==> config.mk <==
export PLATFORM = sky130hd
export DESIGN_NAME = gamepad_reader
export DESIGN_NICKNAME = d
export VERILOG_FILES = /design/src/rtl/gamepad_pkg.sv /design/src/rtl/sync_2ff.sv /design/src/rtl/gamepad_reader.sv
export SDC_FILE = /design/constraint.sdc
export NUM_CORES = 1
export LEC_CHECK = 0
export CAP_MARGIN = 20
export CORE_MARGIN = 1
export CORE_UTILIZATION = 45
export CTS_CLUSTER_SIZE = 12
export DETAILED_ROUTE_END_ITERATION = 10
export PLACE_DENSITY = 0.65
export SYNTH_ARGS = -nofsm -noshare
export SYNTH_HDL_FRONTEND = slang
export SYNTH_SLANG_ARGS = --single-unit
==> constraint.sdc <==
create_clock -name clk -period 2.3 [get_ports clk]
set_input_delay 0.345 -clock clk [delete_from_list [all_inputs] [get_ports clk]]
set_output_delay 0.345 -clock clk [all_outputs]
set_load 0.01 [all_outputs]
==> src/rtl/gamepad_pkg.sv <==
// Shared types for the serial gamepad reader.
// Sequencer states and pad word geometry.
package gamepad_pkg;

  localparam int PAD_BITS = 16;
  localparam int BTN_BITS = 12;

  typedef enum logic [2:0] {
    IDLE,
    LATCH,
    CLK_LOW,
    CLK_HIGH,
    DONE
  } state_t;

endpackage

==> src/rtl/sync_2ff.sv <==
// Two-flop synchronizer for asynchronous pad data lines.
// One flop pair per bit, async active-low reset.
module sync_2ff #(
  parameter int W = 1
) (
  input  logic         i_clk,
  input  logic         i_rst_n,
  input  logic [W-1:0] i_d,
  output logic [W-1:0] o_q
);

  logic [W-1:0] r_meta;
  logic [W-1:0] r_sync;

  always_ff @(posedge i_clk or negedge i_rst_n) begin
    if (!i_rst_n) begin
      r_meta <= '0;
      r_sync <= '0;
    end else begin
      r_meta <= i_d;
      r_sync <= r_meta;
    end
  end

  assign o_q = r_sync;

endmodule

==> src/rtl/gamepad_reader.sv <==
// Serial gamepad reader: latches all pads, shifts 16 bits each,
// and publishes the 12 button bits per player at once.
module gamepad_reader
  import gamepad_pkg::*;
#(
  parameter int HALF_PERIOD = 300,
  parameter int PLAYERS     = 2
) (
  input  logic                          clk,
  input  logic                          reset_n,
  input  logic                          poll,
  input  logic [PLAYERS-1:0]            pad_data,
  output logic                          pad_latch,
  output logic                          pad_clk,
  output logic [BTN_BITS*PLAYERS-1:0]   pad_btn,
  output logic                          busy,
  output logic                          valid
);

  localparam int CW = $clog2(2*HALF_PERIOD+1);
  localparam logic [CW-1:0] LATCH_END = CW'(2*HALF_PERIOD-1);
  localparam logic [CW-1:0] HALF_END  = CW'(HALF_PERIOD-1);
  localparam logic [3:0]    LAST_BIT  = 4'(PAD_BITS-1);

  state_t                        r_state;
  state_t                        w_next;
  logic [CW-1:0]                 r_cnt;
  logic [3:0]                    r_bit;
  logic [PAD_BITS-1:0]           r_shift [PLAYERS];
  logic [BTN_BITS*PLAYERS-1:0]   r_btn;
  logic                          r_latch;
  logic                          r_pclk;
  logic [PLAYERS-1:0]            w_sync;
  logic                          w_cnt_end;
  logic                          w_unused_id;

  sync_2ff #(
    .W (PLAYERS)
  ) u_sync (
    .i_clk   (clk),
    .i_rst_n (reset_n),
    .i_d     (pad_data),
    .o_q     (w_sync)
  );

  always_comb begin
    w_cnt_end = 1'b0;
    unique case (r_state)
      LATCH:    w_cnt_end = (r_cnt == LATCH_END);
      CLK_LOW,
      CLK_HIGH: w_cnt_end = (r_cnt == HALF_END);
      default:  w_cnt_end = 1'b0;
    endcase
  end

  always_comb begin
    w_next = r_state;
    unique case (r_state)
      IDLE:     if (poll) w_next = LATCH;
      LATCH:    if (w_cnt_end) w_next = CLK_LOW;
      CLK_LOW:  if (w_cnt_end) w_next = CLK_HIGH;
      CLK_HIGH: begin
        if (w_cnt_end) begin
          w_next = (r_bit == LAST_BIT) ? DONE : CLK_LOW;
        end
      end
      DONE:     w_next = IDLE;
      default:  w_next = IDLE;
    endcase
  end

  always_ff @(posedge clk or negedge reset_n) begin
    if (!reset_n) begin
      r_state <= IDLE;
    end else begin
      r_state <= w_next;
    end
  end

  // Phase counter restarts on every state change.
  always_ff @(posedge clk or negedge reset_n) begin
    if (!reset_n) begin
      r_cnt <= '0;
    end else if (w_next != r_state || r_state == IDLE) begin
      r_cnt <= '0;
    end else begin
      r_cnt <= r_cnt + CW'(1);
    end
  end

  always_ff @(posedge clk or negedge reset_n) begin
    if (!reset_n) begin
      r_bit <= '0;
    end else if (r_state == DONE) begin
      r_bit <= '0;
    end else if (r_state == CLK_HIGH && w_cnt_end && r_bit != LAST_BIT) begin
      r_bit <= r_bit + 4'd1;
    end
  end

  always_ff @(posedge clk or negedge reset_n) begin
    if (!reset_n) begin
      for (int p = 0; p < PLAYERS; p++) begin
        r_shift[p] <= '0;
      end
    end else if (r_state == CLK_LOW && w_cnt_end) begin
      for (int p = 0; p < PLAYERS; p++) begin
        r_shift[p][r_bit] <= w_sync[p];
      end
    end
  end

  // Buttons change only when the full word is in, alongside valid.
  always_ff @(posedge clk or negedge reset_n) begin
    if (!reset_n) begin
      r_btn <= '0;
    end else if (w_next == DONE) begin
      for (int p = 0; p < PLAYERS; p++) begin
        r_btn[p*BTN_BITS +: BTN_BITS] <= r_shift[p][BTN_BITS-1:0];
      end
    end
  end

  always_ff @(posedge clk or negedge reset_n) begin
    if (!reset_n) begin
      r_latch <= 1'b0;
      r_pclk  <= 1'b1;
    end else begin
      r_latch <= (w_next == LATCH);
      r_pclk  <= (w_next != CLK_LOW);
    end
  end

  always_comb begin
    w_unused_id = 1'b0;
    for (int p = 0; p < PLAYERS; p++) begin
      w_unused_id = w_unused_id ^ (^r_shift[p][PAD_BITS-1:BTN_BITS]);
    end
  end

  assign pad_latch = r_latch;
  assign pad_clk   = r_pclk;
  assign pad_btn   = r_btn;
  assign busy      = (r_state != IDLE);
  assign valid     = (r_state == DONE);

endmodule

# Yosys cells after proc, flatten, opt, wreduce, memory -nomap -nowiden
# Cells that the tools add are included.
[classes]
addsub = 2
magnitude_cmp = 2
eq_ne = 12
muxes = 14
n_reduce_logical = 9
[op_table]
columns = ["cell", "n"]
rows = [
  ["16-bit bitwise mux", 2],
  ["3-bit two-way mux", 5],
  ["3-bit one-hot mux with 4 select lines", 1],
  ["10-bit by 1-bit adder with 10-bit output (second input constant)", 1],
  ["10-bit equality test (second input constant)", 1],
  ["10-bit by 9-bit equality test with 1-bit output (second input constant)", 1],
  ["10-bit two-way mux", 1],
  ["4-bit two-way mux", 2],
  ["3-bit by 1-bit equality test with 1-bit output (second input constant)", 2],
  ["3-bit by 2-bit equality test with 1-bit output (second input constant)", 2],
  ["3-bit equality test (second input constant)", 2],
  ["4-bit by 5-bit less-than comparator with 1-bit output (second input constant)", 1],
  ["4-bit by 1-bit adder with 4-bit output (second input constant)", 1],
  ["1-bit demux with 4-bit select", 1],
  ["4-bit equality test (second input constant)", 1],
  ["4-bit by 1-bit >= comparator with 1-bit output (second input constant)", 1],
  ["1-bit logical AND", 4],
  ["4-bit != test (second input constant)", 1],
  ["3-bit logical NOT", 1],
  ["3-bit by 2-bit != test with 1-bit output (second input constant)", 1],
  ["3-bit != test", 1],
  ["3-bit nonzero test", 1],
  ["1-bit one-hot mux with 2 select lines", 1],
  ["2-bit nonzero test", 1],
  ["3 further kinds", 3],
]
[word_totals]
reg_bits = 79
in_bits = 5
out_inout_bits = 28
elab_cells = 49

# Longest topological paths before layout
[depth]
ltp_word = 8
depth_mapped = 7
ltp_nobuf = 6

# Modules after synthesis
# Synthesis repeated with hierarchy kept, for this count alone.
[hier_totals]
cells_unflattened = 257
hier_area_um2 = 3288.2
[modules_own_cells]
columns = ["mod", "instances", "cells_per_inst", "area_per_inst_um2", "seq_area_each_um2"]
rows = [
  ["gamepad_reader", 1, 253, 3188.1, 1677.9],
  ["sync_2ff", 1, 4, 100.1, 100.1],
]

# Worst setup path after synthesis
# No wires, ideal clock.
[synth_path]
path_kind = "flip-flop to flip-flop"
start = "reg r_cnt[0]"
end = "reg r_btn[0] (netlist: pad_btn[0])"
arrival_time_ps = 2072
setup_slack_ps = 103
path_stages_with_launch = 8
path_buffers = 1
period_less_slack_ps = 2197
cell_sequence = "dfrtp_1 > ha_1 > and2b_4 > nand2_4 > or4_4 > nor2_8 > buf_12 > mux2_4"
[synth_between]
elab_chain_cells = 5
word_cells_on_any_way = 8
[synth_lines]
columns = ["element", "line_no", "source"]
rows = [
  ["start, declared", "gamepad_reader.sv:27", "logic [CW-1:0] r_cnt;"],
  ["start signal, assigned", "gamepad_reader.sv:87", "r_cnt <= r_cnt + CW'(1);"],
  ["10-bit by 9-bit equality test with 1-bit output or 10-bit equality test (tied branches)", "gamepad_reader.sv:51, gamepad_reader.sv:49", ""],
  ["1-bit one-hot mux with 2 select lines (*)", "gamepad_reader.sv:48", "unique case (r_state)"],
  ["3-bit two-way mux, on equally long branches", "gamepad_reader.sv:63, gamepad_reader.sv:60, gamepad_reader.sv:61", ""],
  ["3-bit one-hot mux with 4 select lines (*)", "gamepad_reader.sv:58", "unique case (r_state)"],
  ["3-bit equality test (*)", "gamepad_reader.sv:117", "end else if (w_next == DONE) begin"],
  ["end signal, assigned by index", "gamepad_reader.sv:119", "r_btn[p*BTN_BITS +: BTN_BITS] <= r_shift[p][BTN_BITS-1:0];"],
  ["end, declared", "gamepad_reader.sv:30", "logic [BTN_BITS*PLAYERS-1:0] r_btn;"],
]
# Every way passes the cells marked *; elsewhere a longest branch is shown, timed or not.
# A chain may end at the register's enable or synchronous reset.

# Worst setup path in the final report
[layout_path]
start = "reg r_cnt[1]"
end = "reg r_btn[4] (netlist: pad_btn[4])"
# Same word-level chain as after synthesis.

==> metrics.md <==
| Metric | Value |
|---|---|
| # setup viols final | 0 |
| Max clock buf depth | 2 |
| Die area | 7450 sq um |
| Synthesized netlist cell count | 238 |
| Gr ovfl total | 0 |
| Clk sinks | 71 |
| Reg2reg setup slack | 0.11 ns |
| Setup crit end kind | register |
| Io pins | 33 |
| Clk slew on worst S/H paths | 0.08 ns |
| Period utilisation layout | 0.954 |
| Final Max Slew Viols | 0 |
| CP top delay family | simple AND/OR/NAND/NOR gates |
| CTS H-Tree Depth | 3 |
| Slowest CP cell | or4_4 |
| Nets | 297 |
| Vias in the first global route | 1,968 |
| Postcts setup bufs | 0 |
| Initial Util | 0.468 |
| Leak | 1.85 nW |
| Status | finished, final reports clean |
| Avg Vias per Cell | 5.11 |
| Dpl cell area | 3690 sq um |
| Die height | 86.3 um |
| Antenna viol nets, final | 0 |
| Total GRT Usage | 0.175 |
| Synth unique cells | 46 |
| Horiz. Die Dim | 86.3 um |
| #FFs+latches synth | 71 |
| Cell Rows | 30 |
| CTS Buf Count | 9 |
| Starting DRT DRC Count | 130 |
| Placer congestion estimate | 0.825 |
| Unrepaired setup endpoints after global routing | false |
| Seq/Total Area, Yosys | 0.556 |
| Biggest area consumer among synthesized cells | dfrtp_1 |
| Pwr Density | 608 nW/um^2 |
| Area of the core | 6830 sq um |
| PnR worst setup slack | 0.107 ns |
| HP Class | input port to async pin |
| WP buf/inv | 1 |
| DR WL/cell | 14.5 um |
| Reg-to-Reg Start | r_cnt[1]$_DFF_PN0_ |
| Register-to-Register Path Depth | 7 |
| Mean area per synthesized cell | 13.4 sq um |
| # diodes | 0 |
| CP Max Fanout | 24 |
| IO Port Bufs | 32 |
| Initial antenna violation count | 0 |
| R2r endpoint | pad_btn[4]$_DFFE_PN0N_ |
| Residual DRC | 0 |
| Setup CP Type | register to register |
| Filler Cell Count | 587 |
| Count leader, synth | dfrtp_1 |
| DR vias | 1,982 |
| Crit-path max cell delay | 0.56 ns |
| Max Cap Violations | 0 |
| Clk_lat worst skew | 0.34 ns |
| Final wirelength | 5640 um |
| Largest net degree at the start of global routing | 72 |
| Async S/R FF share, synth | 1.00 |
| Setup tns final | 0 ns |
| Primary FF master, synth | dfrtp_1 |
| Number of synthesized flops with an enable pin | 0 |
| Final hold violation count | 0 |
| Synth top cells by count | 70 x dfrtp_1, 28 x mux2_2, 21 x nor2_1 |
| Crit path time final | 2.19 ns |
| Critical Path AT | 2.41 ns |
| Top-area cell type share of the netlist area | 0.548 |
| P&R area growth vs syn | 22.5% |
| Slew @ Worst Pin | 0.422 ns |
| Syn. warnings | 0 |
| Slew headroom | 0.719 |
| Largest cells by area after synthesis | dfrtp_1 55%, mux2_2 9.9%, mux2_4 9.4%, nor2_1 2.5%, ha_1 2.0% |
| First-pass GRT wire length | 9850 um |
| Peak supply drop | 0.305 mV |
| Root buf cell | clkbuf_8 |
| Crit-path cells | ha_1, and2b_4, nand2_4, or4_4, nor2_8, buf_12, mux2_2 |
| CTS tree | yes |
| Skew final | 0.0134 ns |
| Resized cells post-CTS | 0 |
| Critical Path RT | 2.52 ns |
| Drt pass-1 iters | 4 |
| Synthesized Nets | 248 |
| Synth Cell Area | 3200 sq um |
| Fin area | 3920 sq um |
| Final Power | 2.38 mW |
| Place WS | 0.116 ns |
| Layout cells sized above 1 | 0.301 |
| Fmax | 0.456 GHz |
| Hold_buf cts | 0 |
| Post-DP HPWL | 3840 um |
| Setup crit start kind | register |
==> power by group <==
group          switching, mW  internal [mW]
registers            0.00716           1.25
logic                 0.0238        0.00895
clock network          0.472          0.618
total                  0.503           1.88
==> worst register-to-register path, stage by stage (launching register included) <==
cell and delay, ns:
dfrtp_1 0.40, ha_1 0.18, and2b_4 0.19, nand2_4 0.05
or4_4 0.56, nor2_8 0.11, buf_12 0.21, mux2_2 0.38
==> worst max-delay path by stage <==
stage / slack, ns / cells past startpoint / end / start
2_1_floorplan: 0.10 / 7 / pad_btn[0]$_DFFE_PN0N_ / r_cnt[0]$_DFF_PN0_
3_3_place_gp: 0.15 / 7 / pad_btn[6]$_DFFE_PN0N_ / r_cnt[1]$_DFF_PN0_
3_5_place_dp: 0.12 / 7 / pad_btn[7]$_DFFE_PN0N_ / r_cnt[1]$_DFF_PN0_
4_1_cts: 0.11 / 7 / pad_btn[4]$_DFFE_PN0N_ / r_cnt[1]$_DFF_PN0_
5_1_grt: 0.0004 / 7 / pad_btn[5]$_DFFE_PN0N_ / r_cnt[1]$_DFF_PN0_
6_report: 0.11 / 7 / pad_btn[4]$_DFFE_PN0N_ / r_cnt[1]$_DFF_PN0_
==> logic make-up after synthesis <==
family                   Yosys count  share of synthesized area
AND/OR/NAND/NOR                   78                      0.142
flip-flops                        71                      0.556
multiplexers                      50                      0.199
buffers and inverters             14                     0.0294
AO/OA/AOI/OAI                     11                     0.0290
XOR/XNOR                           9                     0.0247
adder cells (fa/ha/maj)            5                     0.0196
==> layout by cell type, fill, tap and decap left out, types with 3 or more instances in the layout <==
master           count
dfrtp_1             70
clkdlybuf4s50_1     31
mux2_2              28
nor2_1              21
mux2_4              20
buf_4               13
nand3_1             11
clkbuf_8             9
nand2_1              8
nand4_1              7
xor2_1               7
inv_1                5
and3_1               5
ha_1                 5
nand2b_1             3
nor4_1               3
==> cell type report <==
class                           instances  area (sq um)  share of cell area
Multi-Input combinational cell        153          1330               0.338
Timing Repair Buffer                   47           453               0.116
Sequential cell                        71          1780               0.454
Clock buffer                           10           128              0.0326
Clock inverter                          6          92.6              0.0236
Inverter                                5          18.8             0.00479
Tap cell                               96           120              0.0307
==> metrics by stage <==
step / instances / hold WS [ns] / utilization
2_1_floorplan: 238 / 0.0494 / -
3_3_place_gp: 372 / 0.332 / 0.541
3_5_place_dp: 372 / 0.337 / 0.541
4_1_cts: 388 / 0.0150 / 0.573
5_1_grt: 388 / 0.0277 / 0.573
6_report: 388 / 0.00193 / 0.573
==> sequential cells by signal, summed over array words and instances (netlist names), 2 cells and up <==
| name | count |
|---|---|
| pad_btn | 24 |
| r_shift | 24 |
| r_cnt | 10 |
| r_bit | 4 |
| r_state | 3 |
| u_sync.o_q | 2 |
| u_sync.r_meta | 2 |
==> per-layer routing <==
layer / GRT usage / up-vias / wire length, um
met5: 0 / - / 0
met4: 0.0833 / 0 / 91
met3: 0.0314 / 5 / 161
met2: 0.255 / 34 / 2610
met1: 0.252 / 989 / 2770
li1: - / 954 / -
No activity file was read; power rests on OpenSTA's default activity.
